## src/rtl/mig_ui_arbiter.sv

```systemverilog
// mig_ui_arbiter: round-robin multi-port front end for the MIG 7-series app_* interface,
// with a write-data FIFO and a read tag FIFO that routes in-order returns back to their port.
module mig_ui_arbiter #(
    parameter int NUM_PORTS = 2,
    parameter int ADDR_W    = 27,
    parameter int DATA_W    = 128,
    parameter int WDF_DEPTH = 4,
    parameter int TAG_DEPTH = 8
) (
    input  logic                            ui_clk,
    input  logic                            rst,
    input  logic [NUM_PORTS-1:0]            req_valid,
    output logic [NUM_PORTS-1:0]            req_rdy,
    input  logic [NUM_PORTS-1:0]            req_cmd,
    input  logic [NUM_PORTS*ADDR_W-1:0]     req_addr,
    input  logic [NUM_PORTS*DATA_W-1:0]     req_data,
    input  logic [NUM_PORTS*DATA_W/8-1:0]   req_mask,
    output logic [NUM_PORTS-1:0]            rsp_valid,
    output logic [DATA_W-1:0]               rsp_data,
    output logic [ADDR_W-1:0]               app_addr,
    output logic [2:0]                      app_cmd,
    output logic                            app_en,
    input  logic                            app_rdy,
    output logic [DATA_W-1:0]               app_wdf_data,
    output logic [DATA_W/8-1:0]             app_wdf_mask,
    output logic                            app_wdf_wren,
    output logic                            app_wdf_end,
    input  logic                            app_wdf_rdy,
    input  logic [DATA_W-1:0]               app_rd_data,
    input  logic                            app_rd_data_valid,
    input  logic                            init_calib_complete,
    output logic [$clog2(TAG_DEPTH):0]      outstanding,
    output logic                            err_unexpected_rd
);
    localparam int MW = DATA_W / 8;
    localparam int PW = NUM_PORTS > 1 ? $clog2(NUM_PORTS) : 1;
    localparam int WA = $clog2(WDF_DEPTH);
    localparam int TA = $clog2(TAG_DEPTH);

    logic                 cmd_valid, cmd_rd, found, slot_free;
    logic [PW-1:0]        rr, gid;
    logic [PW:0]          idx;
    logic [NUM_PORTS-1:0] elig, grant;
    logic [DATA_W+MW-1:0] wdf_mem [WDF_DEPTH];
    logic [WA:0]          wdf_wp, wdf_rp;
    logic [PW-1:0]        tag_mem [TAG_DEPTH];
    logic [TA:0]          tag_wp, tag_rp;
    logic                 wdf_full, wdf_empty, tag_full, tag_empty;
    logic                 wdf_push, wdf_pop, tag_push, tag_pop;

    assign wdf_empty   = wdf_wp == wdf_rp;
    assign wdf_full    = (wdf_wp ^ wdf_rp) == {1'b1, {WA{1'b0}}};
    assign tag_empty   = tag_wp == tag_rp;
    assign tag_full    = (tag_wp ^ tag_rp) == {1'b1, {TA{1'b0}}};
    assign slot_free   = !cmd_valid || app_rdy;
    assign outstanding = tag_wp - tag_rp;

    always_comb begin
        for (int k = 0; k < NUM_PORTS; k++)
            elig[k] = !rst && req_valid[k] && init_calib_complete && slot_free &&
                      (req_cmd[k] ? !tag_full : !wdf_full);
    end

    // First eligible port scanning upward from the priority pointer, wrapping at NUM_PORTS.
    always_comb begin
        grant = '0;
        gid   = '0;
        found = 1'b0;
        idx   = '0;
        for (int i = 0; i < NUM_PORTS; i++) begin
            idx = {1'b0, rr} + (PW+1)'(i);
            idx = idx >= (PW+1)'(NUM_PORTS) ? idx - (PW+1)'(NUM_PORTS) : idx;
            if (!found && elig[idx[PW-1:0]]) begin
                found                = 1'b1;
                grant[idx[PW-1:0]]   = 1'b1;
                gid                  = idx[PW-1:0];
            end
        end
    end

    assign req_rdy      = grant;
    assign wdf_push     = found && !req_cmd[gid];
    assign tag_push     = found && req_cmd[gid];
    assign wdf_pop      = app_wdf_wren && app_wdf_rdy;
    assign tag_pop      = app_rd_data_valid && !tag_empty;
    assign app_en       = cmd_valid;
    assign app_cmd      = {2'b00, cmd_rd};
    assign app_wdf_wren = !wdf_empty;
    assign app_wdf_end  = 1'b1;
    assign {app_wdf_data, app_wdf_mask} = wdf_mem[wdf_rp[WA-1:0]];

    always_ff @(posedge ui_clk) begin
        if (wdf_push)
            wdf_mem[wdf_wp[WA-1:0]] <= {req_data[gid*DATA_W +: DATA_W], req_mask[gid*MW +: MW]};
        if (tag_push)
            tag_mem[tag_wp[TA-1:0]] <= gid;
    end

    always_ff @(posedge ui_clk or posedge rst) begin
        if (rst) begin
            cmd_valid         <= 1'b0;
            cmd_rd            <= 1'b0;
            app_addr          <= '0;
            rr                <= '0;
            wdf_wp            <= '0;
            wdf_rp            <= '0;
            tag_wp            <= '0;
            tag_rp            <= '0;
            rsp_valid         <= '0;
            rsp_data          <= '0;
            err_unexpected_rd <= 1'b0;
        end else begin
            if (found) begin
                cmd_valid <= 1'b1;
                cmd_rd    <= req_cmd[gid];
                app_addr  <= req_addr[gid*ADDR_W +: ADDR_W];
                rr        <= gid == PW'(NUM_PORTS - 1) ? '0 : gid + 1'b1;
            end else if (app_rdy) begin
                cmd_valid <= 1'b0;
            end
            if (wdf_push)
                wdf_wp <= wdf_wp + 1'b1;
            if (wdf_pop)
                wdf_rp <= wdf_rp + 1'b1;
            if (tag_push)
                tag_wp <= tag_wp + 1'b1;
            if (tag_pop) begin
                tag_rp   <= tag_rp + 1'b1;
                rsp_data <= app_rd_data;
            end
            rsp_valid <= tag_pop ? NUM_PORTS'(1) << tag_mem[tag_rp[TA-1:0]] : '0;
            if (app_rd_data_valid && tag_empty)
                err_unexpected_rd <= 1'b1;
        end
    end
endmodule

```

## config.mk

```make
export PLATFORM = sky130hd
export DESIGN_NAME = mig_ui_arbiter
export DESIGN_NICKNAME = d
export VERILOG_FILES = /design/src/rtl/mig_ui_arbiter.sv
export SDC_FILE = /design/constraint.sdc
export NUM_CORES = 1
export LEC_CHECK = 0
export ABC_AREA = 1
export CORE_AREA = 2 2 308 310
export DETAILED_ROUTE_END_ITERATION = 10
export DIE_AREA = 0 0 310 312
export DONT_BUFFER_PORTS = 1
export SYNTH_ARGS = -nofsm -noshare
export SYNTH_HDL_FRONTEND = slang
export SYNTH_SLANG_ARGS = --single-unit
```

## constraint.sdc

```tcl
create_clock -name ui_clk -period 8.8 [get_ports ui_clk]
set_clock_uncertainty 0.2 [all_clocks]
set_input_delay 1.76 -clock ui_clk [delete_from_list [all_inputs] [get_ports ui_clk]]
set_output_delay 1.76 -clock ui_clk [all_outputs]
set_load 0.005 [all_outputs]
```

==> metrics <==
Skew-Pair Late Insertion Delay=0.65 ns; Layout area overhead=12.5%; Worst EP arrival=3.96 ns; dominant cells by area after synthesis=edfxtp_1, dfrtp_1, nand2_1, o21ai_0, mux2_2; Synth Area per Inst=12.4 um^2; antenna violations before repair=43; Post-Syn Instances=roughly 2500; worst path cell trace=buf_4 -> buf_4 -> o21ai_0 -> o22ai_1; Most Crowded Layer GR=met2; register bit total from synthesis=759; global-route wire length before repair=128 mm; Port Buf Inserts=0; r2r startpoint=wdf_rp[0]; drt wl/cell=around 24 um; YS warnings=0; row count=approximately 110; Hold Path Class=register to register; leading area contributor after synthesis=edfxtp_1; Worst Path Buf+Inv=2; Register Area=21900 um^2; Critical Path End=app_wdf_data[35]; largest net degree at the start of global routing=about 130; pwr dens=321 nW/um^2; layout cells sized above 1=12.8%; RSZ-0062 raised after global routing=false; # hold bufs at CTS=0; cell family with most CP delay=buffers and inverters; Die Y=312 um; area of the multi-input gates=just under 8000 um^2; DP HPWL=roughly 62 mm; final setup fails=0; Post-Syn Area=30700 um^2; Starting Density=approximately a third; Worst-path clk slew=0.06 ns; GPL Wtd Cong=0.937; nets=2919; core footprint=93000 um^2; WL final=91.8 mm; Total Routing Usage GR=18.2%; Post-CTS Setup Bufs=0; Filler Cells Inserted=between 8000 and 9000; crit path max fanout=88; crit path max-delay cell type=dfrtp_4; Crit path top cell by count=buf_4; Worst VDD drop=0.250 mV; register area share after synthesis=71.3%; Setup CP Type=register to primary output; Post-Route Utilization=37.1%; Critical Path Stages=4; Die Area=96700 um^2; slew margin rel.=17.5%; worst setup margin=~2.9 ns; IO Pins=794; placed insts=between 3000 and 4000; CTS root buf=clkbuf_16; CTS tree=yes; CP Launch Type=register; Max-cap violations=0; Die Wd=310 um; Longest Clk Path Bufs=3; CP required=6.84 ns; M3 GR Usage=under 10%; Gates resized, CTS repair=0; M1 GR Usage=19.2%; vias per cell=5.09; Synth top area share=around 57%; max frequency=0.169 GHz; reg2reg setup slack=between 3 and 4 ns; post-layout minimum cycle time=~6 ns; htree depth=3; # clock sinks=around 760; Slew Viols, Final=0; reg2reg end=wdf_mem[2][1]; vias in the first global route=18229; worst-margin pin slew=1.24 ns; total CTS buffers=81; vias post-DR=approximately 19000; met2 usage=31.3%; grt ovf=0; drc violations=0; Final Hold Vio Count=0; Lkg Pwr=0.0124 uW; initial DRC count=roughly 1600; TNS Setup=0 ns; final std cells w/o fill=3764; worst slack at placement=3.12 ns; synth unique cells=35; Final Cycle Share=67.3%; worst reg-to-reg path cell count=11; Critical path origin=wdf_rp[0]; Hold Slack=0.296 ns; Pre-antenna DRT Iters=7; outcome=finished clean; CP Capture Type=primary output; Final ANT Viol Nets=0; critical path's largest stage delay=between 0.8 and 0.9 ns
## flip-flops by register name, summed over array words and instances (netlist names)
| register | cells |
|---|---|
| app_addr | 27 |
| app_en | 1 |
| cmd_rd | 1 |
| err_unexpected_rd | 1 |
| rr | 1 |
| rsp_data | 128 |
| rsp_valid | 2 |
| tag_mem | 8 |
| tag_rp | 4 |
| tag_wp | 4 |
| wdf_mem | 576 |
| wdf_rp | 3 |
| wdf_wp | 3 |
## cell type report
type	count	area share [%]
flip-flops and latches	759	63.4
multi-input cells	1525	22.9
clock buffers	95	6.08
well taps	1254	4.54
clock inverters	53	1.84
repair buffers	27	0.695
inverters	34	0.424
diodes	17	0.123
## report_power, final
group | switching (uW) | internal [uW] | leakage, uW
combinational | 1970 | 814 | 0.00370
clock | 1440 | 2060 | 0.00133
sequential | 445 | 4360 | 0.00735
## layer usage
layer / wire length (um) / up-vias / part of all wire, %
li1: - / 8694 / -
met1: 31900 / 9347 / 35
met2: 45700 / 869 / 50
met3: 9560 / 198 / 10
met4: 4370 / 42 / 4.8
met5: 287 / - / 0.31
## worst min path at each step
stage | startpoint | to | slack (ns) | depth (start not counted)
final | tag_rp[3] | tag_rp[3] | 0.30 | 1
after global routing | tag_rp[3] | tag_rp[3] | 0.32 | 1
after CTS | tag_rp[3] | tag_rp[3] | 0.30 | 1
after detailed placement | tag_rp[3] | tag_rp[3] | 0.29 | 1
after global placement | tag_rp[3] | tag_rp[3] | 0.29 | 1
after floorplan | cmd_rd | cmd_rd | 0.25 | 2
## through the flow
step                      total power (uW)  instance area, um^2
after floorplan                       6660                30800
after global placement                7690                31800
after detailed placement              7730                31800
after CTS                            11200                34500
after global routing                 11700                34500
final                                11100                34600
## cells by family after synthesis
group           Yosys count  synth area share [%]
mux                     129                  4.72
compound gates          446                  7.91
flops                   759                  71.3
xor+xnor                 10                 0.285
fa+ha+maj                11                 0.472
other cells               2                0.0244
simple gates            926                  12.1
buf+inv                 192                  3.12
## synth_stat cells
master and instances:
edfxtp_1 584, nand2_1 513, nor2_1 310, o21ai_0 294, dfrtp_1 175, o22ai_1 146
mux2_2 128, clkbuf_1 81, nand3_1 69, buf_2 32, inv_1 28, buf_4 24
nand2_2 17, buf_6 12, ha_1 10, xor2_1 9, buf_1 8, nand4_1 7
inv_2 5, a21oi_1 4, conb_1 2, nand3_2 2, nand3_4 2, nor2_8 2
a31o_2 1, buf_12 1, fa_1 1, inv_4 1, mux2i_1 1, nand2_8 1
nand4_2 1, nor2_4 1, nor4_1 1, o21ai_4 1, xnor2_1 1
## layout by cell type (no fill, tap or decap), types with 7 or more instances in the layout
master       n
diode_2     17
mux2_2     128
edfxtp_1   584
bufinv_16   11
inv_1       25
nand2_1    513
nor2_1     306
clkbuf_16   81
nand3_1     69
clkinv_2    12
nand2_2     16
clkinv_1    15
dfrtp_1    173
o22ai_1    146
xor2_1       9
nand4_1      7
clkbuf_1    12
buf_4       24
o21ai_0    294
ha_1        10
(Power assumes the default switching activity.)
